$ cat src/rtl/tx_fifo_ctrl.sv
// tx_fifo_ctrl: single-clock TX FIFO controller in front of an external dp_ram
// (both RAM clocks tied to i_clk). Owns the write/read pointers, full/count and
// a 2-entry first-word-fall-through buffer that hides the RAM's registered read.
//
// Handshakes: a transfer happens on a clock edge where valid && ready are both
// high. Write side: i_wvalid/o_wready. Read side: o_rvalid/i_rready. A source
// holds its data stable while valid is high and ready is low.
//
// Optional feature: define TX_FIFO_CTRL_ERR_EN to build the sticky overflow
// flag o_ovf. Without it o_ovf is tied to 0.
module tx_fifo_ctrl #(
    parameter int RAM_DEPTH  = 1024,
    parameter int DATA_WIDTH = 8,
    parameter int ADDR_WIDTH = 10
) (
    input  logic                  i_clk,
    input  logic                  i_rst_n,
    input  logic                  i_flush,
    input  logic                  i_wvalid,
    input  logic [DATA_WIDTH-1:0] i_wdata,
    output logic                  o_wready,
    output logic                  o_rvalid,
    output logic [DATA_WIDTH-1:0] o_rdata,
    input  logic                  i_rready,
    output logic [ADDR_WIDTH+1:0] o_count,
    output logic [ADDR_WIDTH-1:0] o_ram_waddr,
    output logic                  o_ram_wen,
    output logic [DATA_WIDTH-1:0] o_ram_wdata,
    output logic [ADDR_WIDTH-1:0] o_ram_raddr,
    output logic                  o_ram_ren,
    input  logic [DATA_WIDTH-1:0] i_ram_rdata,
    output logic                  o_ovf
);

    // Output buffer occupancy; the encoding equals the number of held words.
    typedef enum logic [1:0] {
        BUF_EMPTY = 2'd0,
        BUF_ONE   = 2'd1,
        BUF_TWO   = 2'd2
    } buf_state_e;

    logic [ADDR_WIDTH:0]   wptr_q, wptr_d;
    logic [ADDR_WIDTH:0]   rptr_q, rptr_d;
    logic                  inflight_q, inflight_d;
    buf_state_e            buf_q, buf_d;
    logic [DATA_WIDTH-1:0] head_q, head_d;
    logic [DATA_WIDTH-1:0] tail_q, tail_d;

    logic [ADDR_WIDTH:0]   ram_occ;
    logic                  full;
    logic                  accept;
    logic                  pop;
    logic                  fetch;
    logic [1:0]            buf_cnt;
    logic [1:0]            cnt_after_pop;
    logic [1:0]            level_next;

    // RAM occupancy uses registered pointers only, so a word becomes fetchable
    // the cycle after its write and a same-address read never sees stale data.
    assign ram_occ  = wptr_q - rptr_q;
    assign full     = (ram_occ == (ADDR_WIDTH+1)'(RAM_DEPTH));
    assign buf_cnt  = buf_q;

    assign o_wready = !full;
    assign o_rvalid = (buf_q != BUF_EMPTY);
    assign o_rdata  = head_q;

    assign accept = i_wvalid && !full && !i_flush;
    assign pop    = o_rvalid && i_rready;

    // Words the buffer will hold after this edge: current + arriving - leaving.
    // Fetch keeps buffer plus in-flight at two or fewer.
    assign cnt_after_pop = buf_cnt - {1'b0, pop};
    assign level_next    = cnt_after_pop + {1'b0, inflight_q};
    assign fetch         = (ram_occ != '0) && (level_next < 2'd2) && !i_flush;

    assign o_ram_wen   = accept;
    assign o_ram_waddr = wptr_q[ADDR_WIDTH-1:0];
    assign o_ram_wdata = i_wdata;
    assign o_ram_ren   = fetch;
    assign o_ram_raddr = rptr_q[ADDR_WIDTH-1:0];

    assign o_count = (ADDR_WIDTH+2)'(ram_occ)
                   + (ADDR_WIDTH+2)'(inflight_q)
                   + (ADDR_WIDTH+2)'(buf_cnt);

    // Next-state for pointers, in-flight marker and the FWFT buffer; flush wins.
    always_comb begin
        wptr_d     = wptr_q;
        rptr_d     = rptr_q;
        inflight_d = fetch;
        buf_d      = buf_q;
        head_d     = head_q;
        tail_d     = tail_q;

        if (accept) begin
            wptr_d = wptr_q + 1'b1;
        end
        if (fetch) begin
            rptr_d = rptr_q + 1'b1;
        end

        // Shift entry 1 to the head when the head leaves with two held.
        if (pop && (buf_q == BUF_TWO)) begin
            head_d = tail_q;
        end
        // Returning RAM word lands in the first free slot after the shift.
        if (inflight_q) begin
            if (cnt_after_pop == 2'd0) begin
                head_d = i_ram_rdata;
            end else begin
                tail_d = i_ram_rdata;
            end
        end

        unique case (level_next)
            2'd0:    buf_d = BUF_EMPTY;
            2'd1:    buf_d = BUF_ONE;
            default: buf_d = BUF_TWO;
        endcase

        if (i_flush) begin
            wptr_d     = '0;
            rptr_d     = '0;
            inflight_d = 1'b0;
            buf_d      = BUF_EMPTY;
            head_d     = '0;
        end
    end

    // State registers: pointers, in-flight marker and buffer state machine.
    always_ff @(posedge i_clk or negedge i_rst_n) begin
        if (!i_rst_n) begin
            wptr_q     <= '0;
            rptr_q     <= '0;
            inflight_q <= 1'b0;
            buf_q      <= BUF_EMPTY;
            head_q     <= '0;
            tail_q     <= '0;
        end else begin
            wptr_q     <= wptr_d;
            rptr_q     <= rptr_d;
            inflight_q <= inflight_d;
            buf_q      <= buf_d;
            head_q     <= head_d;
            tail_q     <= tail_d;
        end
    end

`ifdef TX_FIFO_CTRL_ERR_EN
    logic ovf_q, ovf_d;

    // Sticky overflow: a write offered while full is dropped and flagged.
    always_comb begin
        ovf_d = ovf_q;
        if (i_flush) begin
            ovf_d = 1'b0;
        end else if (i_wvalid && full) begin
            ovf_d = 1'b1;
        end
    end

    // Overflow flag register, cleared by reset or flush.
    always_ff @(posedge i_clk or negedge i_rst_n) begin
        if (!i_rst_n) begin
            ovf_q <= 1'b0;
        end else begin
            ovf_q <= ovf_d;
        end
    end

    assign o_ovf = ovf_q;
`else
    assign o_ovf = 1'b0;
`endif

endmodule

$ cat config.mk
export PLATFORM = sky130hd
export DESIGN_NAME = tx_fifo_ctrl
export DESIGN_NICKNAME = d
export VERILOG_FILES = /design/src/rtl/tx_fifo_ctrl.sv
export SDC_FILE = /design/constraint.sdc
export NUM_CORES = 1
export LEC_CHECK = 0
export CAP_MARGIN = 5
export CORE_MARGIN = 2
export CORE_UTILIZATION = 40
export CTS_CLUSTER_SIZE = 16
export DETAILED_ROUTE_END_ITERATION = 10
export HOLD_SLACK_MARGIN = 0.08
export PLACE_DENSITY_LB_ADDON = 0.12
export SYNTH_ARGS = -nofsm -noshare
export SYNTH_HDL_FRONTEND = slang
export SYNTH_SLANG_ARGS = --single-unit
$ cat constraint.sdc
create_clock -name i_clk -period 3.54 [get_ports i_clk]
set_clock_uncertainty 0.1 [all_clocks]
set_input_delay 1.062 -clock i_clk [delete_from_list [all_inputs] [get_ports i_clk]]
set_output_delay 1.062 -clock i_clk [all_outputs]
set_load 0.1 [all_outputs]
# ---- After elaboration in Yosys (flattened, before gate mapping)
# Index checks and enable logic that the tools add are counted.
dict set report word_totals {
  out_inout_bits 53
  elab_cells 44
  ff_bits 41
}
dict set report classes {
  n_eq_ne 3
  add_sub_neg 7
  mux 11
  n_lt_le_gt_ge 1
  reduce_logical 15
  bitwise 1
}
# cell n
set ops {}
lappend ops {{two-way mux 11 bit} 4}
lappend ops {{two-way mux 8 bit} 4}
lappend ops {{adder 11 x 1 -> 11 bit, second input constant} 2}
lappend ops {{adder 11 x 1 -> 12 bit} 1}
lappend ops {{adder 12 x 2 -> 12 bit} 1}
lappend ops {{equality test 11 bit, second input constant} 1}
lappend ops {{nonzero test 11 bit} 1}
lappend ops {{subtractor 11 bit} 1}
lappend ops {{logical AND 1 bit} 6}
lappend ops {{nonzero test 2 bit} 3}
lappend ops {{logical NOT 2 bit} 2}
lappend ops {{one-hot mux 2 bit (2 select lines)} 1}
lappend ops {{adder 2 x 1 -> 2 bit} 1}
lappend ops {{equality test 2 x 1 -> 1 bit, second input constant} 1}
lappend ops {{equality test 2 bit, second input constant} 1}
lappend ops {{logical NOT 1 bit} 2}
lappend ops {{< comparator 2 bit, second input constant} 1}
lappend ops {{two-way mux 2 bit} 1}
lappend ops {{AND reduction 2 bit} 1}
lappend ops {{subtractor 2 x 1 -> 2 bit} 1}
lappend ops {{two-way mux 1 bit} 1}
lappend ops {{NOT 1 bit} 1}

# ---- Depth between registers and ports, before layout
dict set report logic_depth {
  depth_word 9
  mapped_depth 14
  ltp_nobuf 12
}

# ---- Least setup slack after synthesis
# OpenSTA, ideal clock, no wires.
dict set report synth_path {
  path_type {register to output}
  start {reg wptr_q[0]}
  end {out o_count[11]}
  setup_slack_ps -2202
  arrival_ps 4580
  path_stages_with_launch 13
  cell_sequence {dfrtp_1 inv_1 ha_1 inv_1 fa_1 a21oi_1 o21bai_1 xnor2_1 and3b_1 and3_1 nand2_1 nor3_1 nor3b_1}
}
dict set report synth_between {
  elab_chain_cells 3
}
# element line
set synth_lines {}
lappend synth_lines {{start, declared} 42} ;# logic [ADDR_WIDTH:0] wptr_q, wptr_d;
lappend synth_lines {{start signal, assigned} 141} ;# wptr_q <= wptr_d;
lappend synth_lines {{subtractor 11 bit} 60} ;# assign ram_occ = wptr_q - rptr_q;
lappend synth_lines {{adder 11 x 1 -> 12 bit} 84} ;# + (ADDR_WIDTH+2)'(inflight_q)
lappend synth_lines {{adder 12 x 2 -> 12 bit} 85} ;# + (ADDR_WIDTH+2)'(buf_cnt);
lappend synth_lines {{end, declared} 25} ;# output logic [ADDR_WIDTH+1:0] o_count,
# Every way passes these cells.

# ---- Worst setup path after layout
dict set report layout_path {
  start {reg wptr_q[0]}
  end {out o_ram_wen}
}
dict set report layout_between {
  elab_chain_cells 5
}
# element line
set layout_lines {}
lappend layout_lines {{subtractor 11 bit} 60}
lappend layout_lines {{equality test 11 bit} 61} ;# assign full = (ram_occ == (ADDR_WIDTH+1)'(RAM_DEPTH));
lappend layout_lines {{logical NOT 1 bit} 68} ;# assign accept = i_wvalid && !full && !i_flush;
lappend layout_lines {{logical AND 1 bit (2 in series)} 68}
lappend layout_lines {{end, declared} 27} ;# output logic o_ram_wen,
# Every way passes these cells.

==> report_table.html <==
<table>
<tr><th>Metric</th><th>Value</th></tr>
<tr><th colspan="2">Synthesis</th></tr>
<tr><td>Post-synth EDFFs</td><td>0</td></tr>
<tr><td>Avg Synthesized Cell Area</td><td>9.22 um^2</td></tr>
<tr><td>Synth Flop Type</td><td>sky130_fd_sc_hd__dfrtp_1</td></tr>
<tr><td>Fraction of registers with async set/reset</td><td>100%</td></tr>
<tr><td>Post-synthesis sequential area ratio</td><td>32.9%</td></tr>
<tr><td>Net Count, Synth</td><td>roughly 380</td></tr>
<tr><td>Warning count from the yosys run</td><td>0</td></tr>
<tr><td>Synth Register Bits</td><td>about 40</td></tr>
<tr><td>Instance count of the mapped netlist</td><td>338</td></tr>
<tr><td>Cell area after technology mapping</td><td>3120 um^2</td></tr>
<tr><td>Number of unique standard cell types used by synthesis</td><td>55</td></tr>
<tr><th colspan="2">Critical path</th></tr>
<tr><td>Arrival time at the worst endpoint</td><td>2.92 ns</td></tr>
<tr><td>Worst Path Required</td><td>2.38 ns</td></tr>
<tr><td>Worst reg2reg path startpoint</td><td>wptr_q[0]</td></tr>
<tr><td>Type of element launching the critical path</td><td>flip-flop</td></tr>
<tr><td>Launch point of the worst path</td><td>wptr_q[0]</td></tr>
<tr><td>Endpoint type of the worst setup path</td><td>output pin</td></tr>
<tr><td>CP max FO</td><td>4</td></tr>
<tr><td>Count of cells along the worst register-to-register path</td><td>16</td></tr>
<tr><td>CP Capture Point</td><td>o_ram_wen</td></tr>
<tr><td>WS Path Type</td><td>reg2out</td></tr>
<tr><td>Worst reg2reg setup slack</td><td>about 0.31 ns</td></tr>
<tr><td>RR Endpoint</td><td>rptr_q[8]</td></tr>
<tr><th colspan="2">Cells and area</th></tr>
<tr><td>Fillers</td><td>633</td></tr>
<tr><td>Post-Route Utilization</td><td>roughly 64%</td></tr>
<tr><td>Most frequent standard cell in the layout excluding fill and tap cells</td><td>sky130_fd_sc_hd__buf_4</td></tr>
<tr><td>Signed area change from the synthesized netlist to the final layout</td><td>57.8%</td></tr>
<tr><td>Nets@finish</td><td>491</td></tr>
<tr><td>Sequential cell area</td><td>around 1000 um^2</td></tr>
<tr><td>Layout cell share with drive strength beyond 1</td><td>48.0%</td></tr>
<tr><td>Area taken by multi-input logic gates</td><td>about 2200 um^2</td></tr>
<tr><td>Antenna Cells</td><td>0</td></tr>
<tr><td>Most frequent cells in the layout</td><td>109 x sky130_fd_sc_hd__buf_4, 40 x sky130_fd_sc_hd__dfrtp_1, 21 x sky130_fd_sc_hd__inv_1, 21 x sky130_fd_sc_hd__a21oi_1, 19 x sky130_fd_sc_hd__nor2_1</td></tr>
<tr><th colspan="2">Timing</th></tr>
<tr><td>Setup repair after global routing missed its margin</td><td>true</td></tr>
<tr><td>Final hold violation count</td><td>0</td></tr>
<tr><td>Worst relative slew slack</td><td>37.8%</td></tr>
<tr><td>Pin slew with the least headroom to its limit</td><td>0.933 ns</td></tr>
<tr><td>Setup ws final</td><td>-0.543 ns</td></tr>
<tr><td>Final Max Slew Viols</td><td>0</td></tr>
<tr><td>Share of the clock period used by the worst path</td><td>115%</td></tr>
<tr><td>Final worst path period need</td><td>4.08 ns</td></tr>
<tr><td>Peak clock frequency supported by timing</td><td>245 MHz</td></tr>
<tr><td>Final Setup Violations</td><td>13</td></tr>
<tr><th colspan="2">GRT</th></tr>
<tr><td>Global-route wire length before repair</td><td>14100 um</td></tr>
<tr><td>Vias in the first global route</td><td>roughly 2900</td></tr>
<tr><td>Met1 routing resource usage after global routing</td><td>27.6%</td></tr>
<tr><td>Global-route track usage on met3</td><td>under 10%</td></tr>
<tr><td>Number of antenna violations at the first check in global routing</td><td>0</td></tr>
<tr><td>Total global routing track utilization</td><td>20.8%</td></tr>
<tr><td>Highest-utilization routing layer at the global route stage</td><td>met2</td></tr>
<tr><td>M2 GR Usage</td><td>36.4%</td></tr>
<tr><td>Largest net degree at the start of global routing</td><td>between 40 and 50</td></tr>
<tr><td>Remaining global-route overflow</td><td>0</td></tr>
<tr><th colspan="2">Clock tree</th></tr>
<tr><td>Total clock buffers created by CTS</td><td>5</td></tr>
<tr><td>Clock tree from TritonCTS</td><td>done</td></tr>
<tr><td>CTS H-tree lvls</td><td>2</td></tr>
<tr><td>Root Buffer</td><td>sky130_fd_sc_hd__clkbuf_8</td></tr>
<tr><td>Number of buffers between clock root and the deepest sink</td><td>2</td></tr>
<tr><td>Sinks on the clock net</td><td>41</td></tr>
<tr><td>Clock insertion delay at the later pin of the skew report</td><td>0.29 ns</td></tr>
<tr><td>Clock slew at reported path FFs</td><td>~0.080 ns</td></tr>
<tr><th colspan="2">Floorplan</th></tr>
<tr><td>Die outline height</td><td>92.3 um</td></tr>
<tr><td>IO Pins</td><td>74</td></tr>
<tr><td>Number of core rows</td><td>32</td></tr>
<tr><td>Initial core utilization</td><td>between 40% and 50%</td></tr>
<tr><td>Area inside the core boundary</td><td>7650 um^2</td></tr>
<tr><td>Floorplan die area</td><td>8510 um^2</td></tr>
<tr><td>Die boundary width</td><td>92.3 um</td></tr>
<tr><th colspan="2">Routing</th></tr>
<tr><td>Per-cell via count in the routed design</td><td>approximately 5.2</td></tr>
<tr><td>Routed wire per std cell</td><td>15.3 um</td></tr>
<tr><td>Iteration-0 DRC count of the detailed router</td><td>59</td></tr>
<tr><td>Overall routed net length</td><td>8480 um</td></tr>
<tr><td>Total via count in the routed design</td><td>2864</td></tr>
<tr><td>Number of optimization iterations in the first detailed-route pass</td><td>4</td></tr>
<tr><td>Remaining DRCs</td><td>0</td></tr>
<tr><td>Antenna-violating nets left</td><td>0</td></tr>
<tr><th colspan="2">Placed design</th></tr>
<tr><td>IO Port Bufs</td><td>56</td></tr>
<tr><td>Final HPWL from detailed placement</td><td>6410 um</td></tr>
<tr><td>Placer Congestion</td><td>0.812</td></tr>
<tr><th colspan="2">Outcome</th></tr>
<tr><td>Run status</td><td>finished with violations</td></tr>
<tr><td>Violated checks</td><td>negative setup slack</td></tr>
<tr><th colspan="2">Run</th></tr>
<tr><td>Max-Cap Viols</td><td>0</td></tr>
<tr><th colspan="2">Worst hold path</th></tr>
<tr><td>Worst min path class</td><td>reg2reg</td></tr>
<tr><td>Number of cells on the worst hold path</td><td>1</td></tr>
</table>
-- metrics by stage --
stage / area [um^2] / instances / hold slack (ns) / TNS (ns) / setup WS [ns]
after floorplan: 3360 / 338 / 0.380 / -5.76 / -0.760
after global placement: 4400 / 532 / 0.387 / -1.83 / -0.406
after detailed placement: 4400 / 532 / 0.400 / -2.26 / -0.428
after CTS: 4750 / 547 / 0.418 / -4.92 / -0.611
after global routing: 4920 / 554 / 0.445 / -6.07 / -0.670
final: 4920 / 554 / 0.414 / -4.60 / -0.543
-- layout make-up --
| type | instances | share of cell area [%] |
|---|---|---|
| Clock inverter | 2 | 0.712 |
| Tap cell | 102 | 2.60 |
| Clock buffer | 5 | 1.40 |
| Sequential cell | 41 | 20.9 |
| Inverter | 24 | 1.83 |
| Multi-Input combinational cell | 235 | 45.1 |
| Timing Repair Buffer | 145 | 27.5 |
-- cell families after synthesis --
kind of cell    Yosys count  synth area share, %
buf+inv                  62                 11.7
mux                      19                 6.43
flops                    41                 32.9
simple gates            101                 18.1
xor+xnor                 20                 6.10
compound gates           76                 16.6
other cells               1                0.120
fa+ha+maj                18                 7.95
-- flip-flops by register name, summed over array words and instances (netlist names) --
signal / flops
inflight_q: 1
rptr_q: 11
o_rdata: 8
buf_cnt: 2
tail_q: 8
wptr_q: 11
-- layer usage --
metal,vias to the layer above,routed length [um]
met5,-,0
met4,0,76
met3,5,344
met2,75,4310
met1,1378,3750
li1,1406,-
-- cells in the mapped netlist (2+ instances only) --
| cell | n | area, um^2 |
|---|---|---|
| sky130_fd_sc_hd__dfrtp_1 | 41 | 1030 |
| sky130_fd_sc_hd__buf_4 | 30 | 225 |
| sky130_fd_sc_hd__inv_1 | 24 | 90.1 |
| sky130_fd_sc_hd__a21oi_1 | 23 | 115 |
| sky130_fd_sc_hd__nor2_1 | 23 | 86.3 |
| sky130_fd_sc_hd__nand3_1 | 17 | 85.1 |
| sky130_fd_sc_hd__ha_1 | 15 | 188 |
| sky130_fd_sc_hd__or3_1 | 14 | 87.6 |
| sky130_fd_sc_hd__xnor2_1 | 12 | 105 |
| sky130_fd_sc_hd__mux2i_1 | 11 | 110 |
| sky130_fd_sc_hd__o21ai_0 | 11 | 55.1 |
| sky130_fd_sc_hd__a211oi_1 | 9 | 67.6 |
| sky130_fd_sc_hd__or4_1 | 9 | 67.6 |
| sky130_fd_sc_hd__mux2_2 | 8 | 90.1 |
| sky130_fd_sc_hd__nand2_1 | 8 | 30.0 |
| sky130_fd_sc_hd__o31ai_1 | 8 | 60.1 |
| sky130_fd_sc_hd__o21ai_1 | 7 | 35.0 |
| sky130_fd_sc_hd__nor3_1 | 6 | 30.0 |
| sky130_fd_sc_hd__xor2_1 | 6 | 52.6 |
| sky130_fd_sc_hd__nand4_1 | 5 | 31.3 |
| sky130_fd_sc_hd__and3_1 | 4 | 25.0 |
| sky130_fd_sc_hd__clkbuf_1 | 4 | 15.0 |
| sky130_fd_sc_hd__fa_1 | 3 | 60.1 |
| sky130_fd_sc_hd__and2_1 | 2 | 12.5 |
| sky130_fd_sc_hd__and3b_1 | 2 | 17.5 |
| sky130_fd_sc_hd__nand2b_1 | 2 | 12.5 |
| sky130_fd_sc_hd__nor2b_1 | 2 | 12.5 |
| sky130_fd_sc_hd__nor3b_1 | 2 | 15.0 |
| sky130_fd_sc_hd__o21bai_1 | 2 | 15.0 |
| sky130_fd_sc_hd__o22ai_2 | 2 | 25.0 |
| sky130_fd_sc_hd__xnor2_2 | 2 | 32.5 |
-- worst max-delay path, cell delays in order (launching register included) --
cell                       delay [ns]
sky130_fd_sc_hd__dfrtp_1         0.39
sky130_fd_sc_hd__inv_2           0.08
sky130_fd_sc_hd__ha_4            0.12
sky130_fd_sc_hd__inv_2           0.04
sky130_fd_sc_hd__fa_2            0.36
sky130_fd_sc_hd__a21oi_4         0.21
sky130_fd_sc_hd__o22ai_4         0.13
sky130_fd_sc_hd__or3_4           0.35
sky130_fd_sc_hd__a21boi_2        0.19
sky130_fd_sc_hd__nand4b_4        0.18
sky130_fd_sc_hd__o31ai_4         0.33
sky130_fd_sc_hd__nor2_4          0.07
sky130_fd_sc_hd__buf_12          0.18
-- how the worst min path moves through the flow --
stage	endpoint	start	slack [ns]
floorplan	tail_q[0]	tail_q[0]	0.38
global placement	tail_q[4]	tail_q[4]	0.39
detailed placement	tail_q[6]	tail_q[6]	0.40
CTS	tail_q[1]	tail_q[1]	0.42
global route	tail_q[6]	tail_q[6]	0.44
finish	tail_q[1]	tail_q[1]	0.41
-- repair_timing --
action | 4_1_cts | 5_1_grt
pin swaps | 26 | 14
buffers inserted | 9 | 8
gates resized for setup | 35 | 14
endpoints found under the setup margin | 13 | 13
hold buffers | 0 | 0
Power is left out: the tool's default activity adds up to more than one toggle a clock period on the data nets, which glitch-free logic cannot reach.
